## src/rtl/sram_arbiter_pkg.sv

```systemverilog
// sram_arbiter_pkg: shared types and helpers for the cartridge SRAM arbiter.
package sram_arbiter_pkg;

    typedef enum logic [2:0] {IDLE, CART_RD, CART_WR, UC_RD, UC_WR} state_e;

    localparam logic SEL_UC   = 1'b0;
    localparam logic SEL_CART = 1'b1;

    function automatic int phase_w(input int access_cycles);
        return $clog2(access_cycles);
    endfunction

endpackage

```

## src/rtl/sram_strobe_gen.sv

```systemverilog
// sram_strobe_gen: decodes {state, phase} into the SRAM control strobes.
module sram_strobe_gen
    import sram_arbiter_pkg::*;
#(
    parameter int ACCESS_CYCLES = 4,
    parameter int PHASE_W       = phase_w(ACCESS_CYCLES)
) (
    input  state_e               state_i,
    input  logic [PHASE_W-1:0]   phase_i,
    output logic                 oe_n_o,
    output logic                 we_n_o,
    output logic                 dout_en_o
);

    // First and last phase of a write are address/data setup and hold.
    localparam logic [PHASE_W-1:0] WE_LAST = PHASE_W'(ACCESS_CYCLES - 2);

    assign dout_en_o = (state_i == CART_WR) || (state_i == UC_WR);
    assign oe_n_o    = !((state_i == CART_RD) || (state_i == UC_RD));
    assign we_n_o    = !(dout_en_o && (phase_i != '0) && (phase_i <= WE_LAST));

endmodule

```

## src/rtl/sram_arbiter.sv

```systemverilog
// sram_arbiter: sequences fixed-length SRAM accesses for the cartridge bus (priority)
// and the microcontroller req/ack port, aligned to phi2 edges.
module sram_arbiter
    import sram_arbiter_pkg::*;
#(
    parameter int ACCESS_CYCLES = 4,
    parameter int ADDR_W        = 15,
    parameter int DATA_W        = 8
) (
    input  logic              clk,
    input  logic              reset_n,
    input  logic              fi2_rise,
    input  logic              fi2_fall,
    input  logic              cart_req,
    input  logic              cart_we,
    input  logic [ADDR_W-1:0] cart_addr,
    input  logic [DATA_W-1:0] cart_wdata,
    output logic [DATA_W-1:0] cart_rdata,
    output logic              cart_done,
    input  logic              uc_req,
    input  logic              uc_we,
    input  logic [ADDR_W-1:0] uc_addr,
    input  logic [DATA_W-1:0] uc_wdata,
    output logic [DATA_W-1:0] uc_rdata,
    output logic              uc_ack,
    output logic [ADDR_W-1:0] ram_addr,
    output logic [DATA_W-1:0] ram_dout,
    output logic              ram_dout_en,
    input  logic [DATA_W-1:0] ram_din,
    output logic              ram_oe_n,
    output logic              ram_we_n,
    output logic              busy
);

    localparam int                 PHASE_W = phase_w(ACCESS_CYCLES);
    localparam logic [PHASE_W-1:0] LAST    = PHASE_W'(ACCESS_CYCLES - 1);

    state_e              state_q, state_d;
    logic [PHASE_W-1:0]  phase_q, phase_d;
    logic [DATA_W-1:0]   cart_rdata_q, cart_rdata_d, uc_rdata_q, uc_rdata_d;
    logic                cart_done_q, cart_done_d, uc_ack_q, uc_ack_d;
    logic                cart_start, uc_start, last, sel;

    // A simultaneous rise and fall counts as a rise, so the uC never starts then.
    assign cart_start = fi2_rise & cart_req;
    assign uc_start   = fi2_fall & ~fi2_rise & uc_req & ~uc_ack_q;
    assign last       = phase_q == LAST;

    always_comb begin
        state_d      = state_q;
        phase_d      = phase_q + 1'b1;
        cart_done_d  = 1'b0;
        uc_ack_d     = uc_ack_q & uc_req;
        cart_rdata_d = cart_rdata_q;
        uc_rdata_d   = uc_rdata_q;
        case (state_q)
            IDLE: begin
                phase_d = '0;
                if (cart_start)
                    state_d = cart_we ? CART_WR : CART_RD;
                else if (uc_start)
                    state_d = uc_we ? UC_WR : UC_RD;
            end
            CART_RD, CART_WR: begin
                if (last) begin
                    state_d     = IDLE;
                    phase_d     = '0;
                    cart_done_d = 1'b1;
                    if (state_q == CART_RD) cart_rdata_d = ram_din;
                end
            end
            UC_RD, UC_WR: begin
                // Cart preempts: the uC access is dropped and retried on a later fall.
                if (cart_start) begin
                    state_d = cart_we ? CART_WR : CART_RD;
                    phase_d = '0;
                end else if (last) begin
                    state_d  = IDLE;
                    phase_d  = '0;
                    uc_ack_d = 1'b1;
                    if (state_q == UC_RD) uc_rdata_d = ram_din;
                end
            end
            default: begin
                state_d = IDLE;
                phase_d = '0;
            end
        endcase
    end

    always_ff @(posedge clk) begin
        if (!reset_n) begin
            state_q      <= IDLE;
            phase_q      <= '0;
            cart_done_q  <= 1'b0;
            uc_ack_q     <= 1'b0;
            cart_rdata_q <= '0;
            uc_rdata_q   <= '0;
        end else begin
            state_q      <= state_d;
            phase_q      <= phase_d;
            cart_done_q  <= cart_done_d;
            uc_ack_q     <= uc_ack_d;
            cart_rdata_q <= cart_rdata_d;
            uc_rdata_q   <= uc_rdata_d;
        end
    end

    assign sel        = ((state_q == CART_RD) || (state_q == CART_WR)) ? SEL_CART : SEL_UC;
    assign ram_addr   = (sel == SEL_CART) ? cart_addr : uc_addr;
    assign ram_dout   = (sel == SEL_CART) ? cart_wdata : uc_wdata;
    assign busy       = state_q != IDLE;
    assign cart_done  = cart_done_q;
    assign uc_ack     = uc_ack_q;
    assign cart_rdata = cart_rdata_q;
    assign uc_rdata   = uc_rdata_q;

    sram_strobe_gen #(
        .ACCESS_CYCLES (ACCESS_CYCLES),
        .PHASE_W       (PHASE_W)
    ) u_strobe (
        .state_i   (state_q),
        .phase_i   (phase_q),
        .oe_n_o    (ram_oe_n),
        .we_n_o    (ram_we_n),
        .dout_en_o (ram_dout_en)
    );

endmodule
```

## config.mk

```make
export PLATFORM = sky130hd
export DESIGN_NAME = sram_arbiter
export DESIGN_NICKNAME = d
export VERILOG_FILES = /design/src/rtl/sram_arbiter_pkg.sv /design/src/rtl/sram_strobe_gen.sv /design/src/rtl/sram_arbiter.sv
export SDC_FILE = /design/constraint.sdc
export NUM_CORES = 1
export LEC_CHECK = 0
export BUFFER_PORTS_ARGS = -buffer_cell sky130_fd_sc_hd__buf_2
export CORE_UTILIZATION = 44
export CTS_CLUSTER_DIAMETER = 40
export DETAILED_ROUTE_END_ITERATION = 10
export PLACE_DENSITY = 0.86
export SYNTH_ARGS = -nofsm -noshare
export SYNTH_HDL_FRONTEND = slang
export SYNTH_HIERARCHICAL = 1
export SYNTH_SLANG_ARGS = --single-unit
```

## constraint.sdc

```tcl
create_clock -name clk -period 4.8 [get_ports clk]
set_clock_uncertainty 0.2 [all_clocks]
set_input_delay 0 -clock clk [delete_from_list [all_inputs] [get_ports clk]]
set_output_delay 0 -clock clk [all_outputs]
set_load 0.1 [all_outputs]
```

# == Word-level counts from Yosys, hierarchy flattened ==
# Index checks and enable logic that the tools add are counted.
# word_totals
ff_bits,23
output_inout_bits,45
# op_classes
addsub,1
n_lt_le_gt_ge,1
eq_ne,6
n_mux,17
n_bitwise,8
reduce_logical,15
# ops
cell,n
15-bit two-way mux,1
3-bit two-way mux,5
3-bit case mux with 3 select lines,1
8-bit two-way mux,1
3-bit by 2-bit == test with 1-bit output (second input constant),2
2-bit two-way mux,3
1-bit AND,5
1-bit two-way mux,5
2-bit case mux with 2 select lines,1
4-bit AND reduction,1
2-bit OR reduction,2
3-bit by 1-bit == test with 1-bit output (second input constant),1
3-bit == test (second input constant),1
3-bit logical NOT,1
1-bit logical OR,3
3-bit != test (second input constant),1
1-bit NOT,3
3-bit AND reduction,1
3-bit nonzero test,1
2-bit by 1-bit adder with 2-bit output (second input constant),1
2-bit == test (second input constant),1
2-bit less-or-equal comparator (second input constant),1
1-bit logical AND,2
1-bit logical NOT,2
other kinds (2),2

# == Logic depth before layout (Yosys ltp) ==
# Gate-level depths: netlist of run 1.
# logic_depth
depth_word,7
ltp_mapped,6
mapped_depth_nobuf,4

# == Cells and area by module ==
# The synthesis of run 1 kept the hierarchy.
# modules_own_cells
mod,instances,cells_each,area_each_um2,seq_area_each_um2
sram_arbiter,1,134,1460.2,460.4
sram_strobe_gen,1,5,33.8,0.0

# == Least setup slack after synthesis of run 1 ==
# Ideal clock, no wire load.
# synth_path
path_kind,flip-flop to output port
startpoint,reg state_q[1]
endpoint,out ram_dout_en
arrival_time_ns,1.741
required_ns,4.600
slack_ns,2.859
stages_incl_launch_ff,3
path_buffers,0
path_cell_list,dfxtp_1 xnor2_1 nor2_1
# synth_via
elab_chain_len,2
elab_cells_between_ends,3
cone_classes,2 x eq/ne; 1 x reduce/logical
# synth_rtl
element,line,text
start: declaration,sram_arbiter.sv:38,"state_e state_q, state_d;"
start signal: assignment,sram_arbiter.sv:100,state_q <= state_d;
3-bit by 2-bit == test with 1-bit output or 3-bit == test (tied branches),sram_strobe_gen.sv:18,assign dout_en_o = (state_i == CART_WR) || (state_i == UC_WR);
1-bit logical OR *,sram_strobe_gen.sv:18,
end: declaration,sram_arbiter.sv:28,"output logic ram_dout_en,"
# Mark *: on every way between the ends. The rest lies on a longest branch, timed or not.

# == Worst setup path after layout of run 1 ==
# layout_path
startpoint,reg state_q[1]
endpoint,out ram_addr[1]
# layout_via
elab_chain_len,4
elab_cells_between_ends,5
cone_classes,2 x eq/ne; 2 x mux; 1 x reduce/logical
# layout_rtl
element,line,text
3-bit by 1-bit == test with 1-bit output or 3-bit by 2-bit == test with 1-bit output (tied branches),sram_arbiter.sv:109,assign sel = ((state_q == CART_RD) || (state_q == CART_WR)) ? SEL_CART : SEL_UC;
1-bit logical OR *,sram_arbiter.sv:109,
1-bit two-way mux *,sram_arbiter.sv:109,
15-bit two-way mux *,sram_arbiter.sv:110,assign ram_addr = (sel == SEL_CART) ? cart_addr : uc_addr;
end: declaration,sram_arbiter.sv:26,"output logic [ADDR_W-1:0] ram_addr,"
# Marks and branches as above.

==> run_results.csv, run 1 <==
group,metric,value,unit
cts,clkSlewWorstSetupHoldPaths,120,ps
logic_synthesis,avgSynthCellArea,10.7,um2
logic_synthesis,cell_with_the_most_instances_after_synthesis,"dfxtp_1",
min_path,min_to,"state_q[1]",
layout,layout.filler_cells,244,
power_and_ir_drop,peakVddDrop,241,uV
timing,final.setup.tns,0,ps
detailed_routing,final_antenna_violating_net_count,0,
logic_synthesis,synth_top_cells_by_count,"23 x dfxtp_1, 19 x mux2_4, 17 x nor2b_1",
global_routing,grt.total_usage,20.5,%
placement,dp_hpwl,2840,um
detailed_routing,vias_per_std_cell,4.79,
detailed_routing,vias,1452,
worst_setup_path,crit-reg2reg-launch,"phase_q[0]",
logic_synthesis,synthesis.area,1490,um2
timing,setup_repair_after_global_routing_missed_its_margin,"false",
die,boundaryPins,107,
logic_synthesis,synthFlopType,"dfxtp_1",
detailed_routing,tritonroute_pass_1_iters,4,
die,die_area,3630,um2
cts,cts_resized,0,
die,chipHeight,60.3,um
min_path,worst_hold_path_type,"input port to flip-flop",
power_and_ir_drop,p_sw_share,61.3,%
worst_setup_path,end_kind,"output pin",
timing,final_period_demand_of_the_worst_path,2660,ps
worst_setup_path,crit_path_max_fanout,24,
worst_setup_path,r2r.worst_path.cells,5,
cts,cts.repair_timing.setup_buffer_count,0,
logic_synthesis,synth.top_cells.by_area,"dfxtp_1 31%, mux2_4 19%, mux2i_1 11%, nor2b_1 7.1%, mux2_2 3.0%",
power_and_ir_drop,pwr-share-seq,19.6,%
timing,final.period_utilization,55.5,%
cts,cts.path.max_buffers,2,
logic_synthesis,yosys.area.top_type,"dfxtp_1",
min_path,worst_hold_startpoint,"cart_req",
logic_synthesis,yosys.cell_types.count,37,
worst_setup_path,critical_path_required,4600,ps
worst_setup_path,worstSetupPathType,"flip-flop to output pin",
cts,cts.sinks,23,
timing,final_hold_viol_count,0,
cts,worstSkewPairLatency,300,ps
status,outcome,"complete, no violations",
cts,clock-root-buffer,"clkbuf_4",
detailed_routing,wl_per_cell,12.8,um
layout,antenna_cells,0,
die,fp.dieW,60.3,um
logic_synthesis,synth_enable_flop_cells,0,
power_and_ir_drop,combinationalPowerShare,72.8,%
die,initial_core_util,47.8,%
layout,regArea,460,um2
worst_setup_path,worst_setup_path_start_kind,"flip-flop",
timing,slew_headroom,44.4,%
global_routing,grt_pass1_wl,5540,um
timing,fmax,375,MHz
global_routing,globalRouteOverflowTotal,0,
cts,cts_tree,"done",
cts,post_cts_hold_buffer_count,19,
logic_synthesis,synthesis.yosys.warnings,6,
worst_setup_path,data_arrival_at_the_endpoint_of_the_critical_path,2460,ps
min_path,worst_hold_path_cell_count,5,
global_routing,grt_pass1_vias,1243,
cts,cts_htree_levels,1,
layout,multi_input_area,937,um2
layout,area_delta_synth_final,48.0,%
worst_setup_path,rr_endpoint,"cart_rdata[3]",
logic_synthesis,yosys_register_bits,23,
placement,gpl.final_weighted_congestion,0.839,
timing,finalMaxSlewViolations,0,
power_and_ir_drop,netSwitchingPower,0.697,mW
flow_run,max-cap-violations,0,
timing,worstMarginPinSlew,832,ps
cts,cts_inserted_buffers,3,
global_routing,grt_max_degree,25,
power_and_ir_drop,leakage,1.15,nW
global_routing,antenna_violations_before_repair,0,
timing,setup-violations-final,0,
power_and_ir_drop,power_frac_clock,7.6,%
die,fp.coreArea,3130,um2
placement,placed_area,1990,um2
logic_synthesis,synth_top_area_share,30.8,%
logic_synthesis,netlist_instances,139,
power_and_ir_drop,power_density,514,nW/um2
logic_synthesis,syn-num-nets,202,
power_and_ir_drop,internal_power,0.440,mW
detailed_routing,drt-initial-drc-count,48,
logic_synthesis,synthArstFlopShare,0,%
worst_setup_path,regToRegSetupSlack,2310,ps
layout,num-nets-final,323,
layout,final_layout_size_suffix_gt1_share,53.3,%
layout,layout.cell_area.non_filler,2210,um2
detailed_routing,drc,0,
placement,io_buffer_count,106,
die,core.rowCount,20,
detailed_routing,totalWireLength,3890,um
logic_synthesis,synth_sequential_area_ratio,30.8,%
[critical path, stage by stage, from the launching register on]
cell	delay (ps)
dfxtp_1	660
xnor2_2	130
nor2_4	650
mux2_2	290
buf_2	420
[layout by cell type, fill, tap and decap left out, types with 2 or more instances in the layout]
cell type      instances
buf_2                106
dfxtp_1               23
mux2_4                19
dlygate4sd3_1         19
nor2b_1               17
mux2i_1               16
nor3_1                 4
mux2_2                 4
nor2_1                 4
nand2_1                4
a21oi_1                4
o21ai_0                3
a32oi_1                3
and3_1                 3
clkbuf_4               3
inv_1                  2
and3b_1                2
nand3_1                2
o22ai_1                2
xnor2_1                2
[metrics by stage]
step                      hold slack (ps)  instances  power (mW)  util [%]  worst slack [ps]
after floorplan                     -45.4        139       0.981         -              2860
after global placement               58.2        280        1.04      63.8              2490
after detailed placement             71.0        280        1.04      63.8              2470
after CTS                            10.4        303        1.14      70.7              2120
after global routing                 59.7        303        1.18      70.7              1940
final                                26.5        303        1.14      70.7              2140
[kinds of logic (layout without fill, tap and decap cells)]
group | Yosys count | after routing | share of synthesized area (%)
multiplexers | 39 | 39 | 32.8
AND/OR/NAND/NOR | 45 | 45 | 19.3
AO/OA/AOI/OAI | 16 | 16 | 7.54
buffers and inverters | 12 | 132 | 6.45
adder cells (fa/ha/maj) | 1 | 1 | 0.837
flip-flops | 23 | 23 | 30.8
XOR/XNOR | 3 | 3 | 2.26
[layout make-up]
type | instances | share of cell area, %
tap | 44 | 2.49
timing repair buffer | 125 | 32.6
multi-input combinational | 104 | 42.4
clock buffer | 4 | 1.19
sequential | 23 | 20.8
inverter | 3 | 0.509
[power groups by stage]
stage,Sequential [mW],Combinational [mW],Clock (mW)
global route,0.226,0.857,0.0973
detailed placement,0.227,0.818,0
floorplan,0.212,0.769,0
global placement,0.226,0.814,0
CTS,0.222,0.829,0.0876
finish,0.223,0.828,0.0865
[registers in the layout, indices dropped and copies added, names as in the netlist]
signal / count
phase_q: 2
cart_done: 1
uc_ack: 1
cart_rdata: 8
state_q: 3
uc_rdata: 8
[routing by layer]
layer / vias to the layer above / track usage (%) / part of all wire (%)
li1: 737 / - / -
met1: 655 / 22.4 / 40
met2: 56 / 38.1 / 52
met3: 4 / 5.63 / 7.0
met4: 0 / 5.32 / 0.67
met5: - / 0 / 0
[how the worst max path moves through the flow]
stage | startpoint | endpoint | slack, ps | cells past startpoint
floorplan | state_q[1] | ram_dout_en | 2860 | 2
global placement | state_q[1] | ram_addr[9] | 2490 | 4
detailed placement | state_q[1] | ram_addr[1] | 2470 | 4
CTS | state_q[1] | ram_addr[1] | 2120 | 4
global route | state_q[1] | ram_addr[1] | 1940 | 4
finish | state_q[1] | ram_addr[1] | 2140 | 4
(Power assumes the default switching activity.)
==> run 2: changes to the inputs <==
Settings changed: CORE_UTILIZATION 44 to 37, PLACE_DENSITY 0.86 to 0.77.
Clock period 4.8 ns to 2.2 ns, I/O delays scaled along.
==> run_results.csv, run 2 (same netlist as run 1, synthesis figures left out) <==
group,metric,value,unit
status,outcome,"complete, no violations",
die,fp.coreArea,3770,um2
global_routing,grt_pass1_vias,1425,
detailed_routing,vias,1478,
detailed_routing,drc,0,
cts,worstSkewPairLatency,260,ps
die,die_area,4300,um2
cts,cts.sinks,23,
global_routing,grt_pass1_wl,6330,um
power_and_ir_drop,leakage,1.31,nW
cts,cts_htree_levels,1,
power_and_ir_drop,power_density,1160,nW/um2
power_and_ir_drop,power_frac_clock,8.8,%
cts,cts.path.max_buffers,2,
layout,area_delta_synth_final,75.0,%
timing,final.setup.tns,0,ps
power_and_ir_drop,netSwitchingPower,1.62,mW
timing,setup_repair_after_global_routing_missed_its_margin,"false",
placement,io_buffer_count,106,
worst_setup_path,crit-reg2reg-launch,"phase_q[0]",
worst_setup_path,startpoint,"phase_q[0]",
power_and_ir_drop,combinationalPowerShare,75.9,%
layout,final_layout_size_suffix_gt1_share,56.1,%
min_path,worst_hold_startpoint,"cart_req",
global_routing,grt_max_degree,22,
die,chipHeight,65.5,um
worst_setup_path,worst_setup_path_start_kind,"flip-flop",
placement,gpl.final_weighted_congestion,0.887,
detailed_routing,tritonroute_pass_1_iters,4,
worst_setup_path,data_arrival_at_the_endpoint_of_the_critical_path,2010,ps
worst_setup_path,end_kind,"flip-flop",
power_and_ir_drop,internal_power,1.42,mW
die,core.rowCount,22,
min_path,worst_hold_path_cell_count,4,
worst_setup_path,r2r.worst_path.cells,6,
global_routing,globalRouteOverflowTotal,0,
timing,holdWs,53.4,ps
cts,cts_tree,"done",
layout,antenna_cells,0,
worst_setup_path,regToRegSetupSlack,140,ps
detailed_routing,drt-initial-drc-count,27,
layout,finalNonFillerCells,312,
min_path,worst_hold_path_type,"input port to flip-flop",
die,fp.dieW,65.5,um
power_and_ir_drop,pwr-share-seq,15.3,%
timing,setup-violations-final,0,
timing,final_period_demand_of_the_worst_path,2060,ps
power_and_ir_drop,p_sw_share,53.2,%
cts,clkSlewWorstSetupHoldPaths,80,ps
detailed_routing,vias_per_std_cell,4.74,
timing,fmax,487,MHz
timing,finalMaxSlewViolations,0,
worst_setup_path,crit_path_max_fanout,9,
detailed_routing,wl_per_cell,13.2,um
worst_setup_path,rr_endpoint,"uc_rdata[5]",
detailed_routing,totalWireLength,4130,um
cts,clock-root-buffer,"clkbuf_8",
timing,worstMarginPinSlew,498,ps
flow_run,max-cap-violations,0,
global_routing,grt.total_usage,18.7,%
die,initial_core_util,39.6,%
min_path,min_to,"state_q[0]",
timing,slew_headroom,67.0,%
layout,num-nets-final,328,
global_routing,antenna_violations_before_repair,0,
timing,final_hold_viol_count,0,
power_and_ir_drop,totalPowerFinal,3.04,mW
timing,final.period_utilization,93.4,%
layout,layout_common_cells,"83 x buf_2, 23 x buf_12, 22 x dfxtp_1",
cts,cts_inserted_buffers,3,
placement,placed_area,2380,um2
layout,layout.cell_area.non_filler,2620,um2
worst_setup_path,critical_path_required,2150,ps
detailed_routing,final_antenna_violating_net_count,0,
placement,dp_hpwl,3280,um
power_and_ir_drop,peakVddDrop,491,uV
die,boundaryPins,107,
layout,layout_commonest_cell,"buf_2",
worst_setup_path,worstSetupPathType,"flip-flop to flip-flop",
placement,dpl.cell_count,289,
run 2: cell type report:
| type | instances | area, um2 |
|---|---|---|
| Fill cell | 291 | 1160 |
| Timing Repair Buffer | 130 | 1100 |
| Multi-Input combinational cell | 104 | 937 |
| Sequential cell | 23 | 462 |
| Tap cell | 48 | 60.1 |
| Clock buffer | 3 | 41.3 |
| Inverter | 3 | 11.3 |
| Clock inverter | 1 | 7.51 |
run 2: through the flow:
stage | setup slack (ps) | util [%]
after detailed placement | 274 | 63.2
after CTS | 104 | 68.7
after global routing | 2.30 | 69.3
after floorplan | 259 | -
after global placement | 329 | 63.2
final | 145 | 69.3
run 2: how the worst max path moves through the flow:
stage	endpoint	slack, ps
3_5_place_dp	cart_rdata[5]	270
2_1_floorplan	ram_dout_en	260
6_report	uc_rdata[5]	140
5_1_grt	uc_rdata[3]	2
4_1_cts	uc_rdata[3]	100
3_3_place_gp	cart_rdata[0]	330
run 2: layer usage:
| metal | up-vias | wire [um] | global-route usage, % |
|---|---|---|---|
| met5 | - | 0 | 0 |
| met4 | 0 | 0 | 3.26 |
| met3 | 0 | 310 | 3.47 |
| met2 | 78 | 2200 | 38.4 |
| met1 | 656 | 1620 | 19.3 |
| li1 | 744 | - | - |
run 2: repair_timing:
| item | 4_1_cts | 5_1_grt |
|---|---|---|
| endpoints found under the setup margin | 2 | 2 |
| pin swaps | 0 | 1 |
| setup buffers | 0 | 3 |
| hold endpoints to repair | 23 | 0 |
| hold buffers | 16 | 0 |
| gates resized for setup | 1 | 0 |
run 2: power groups by stage:
stage | clock network [mW] | logic (mW) | registers [mW]
2_1_floorplan | 0 | 1.68 | 0.463
3_3_place_gp | 0 | 2.29 | 0.473
3_5_place_dp | 0 | 2.31 | 0.475
4_1_cts | 0.274 | 2.32 | 0.466
5_1_grt | 0.288 | 2.38 | 0.470
6_report | 0.268 | 2.31 | 0.467
run 2: critical path, stage by stage (launching register included):
cell and delay [ps]:
dfxtp_1 380, ha_1 180, buf_4 180, nand4_4 190
mux2i_1 200, nor2b_1 60, dlygate4sd3_1 560
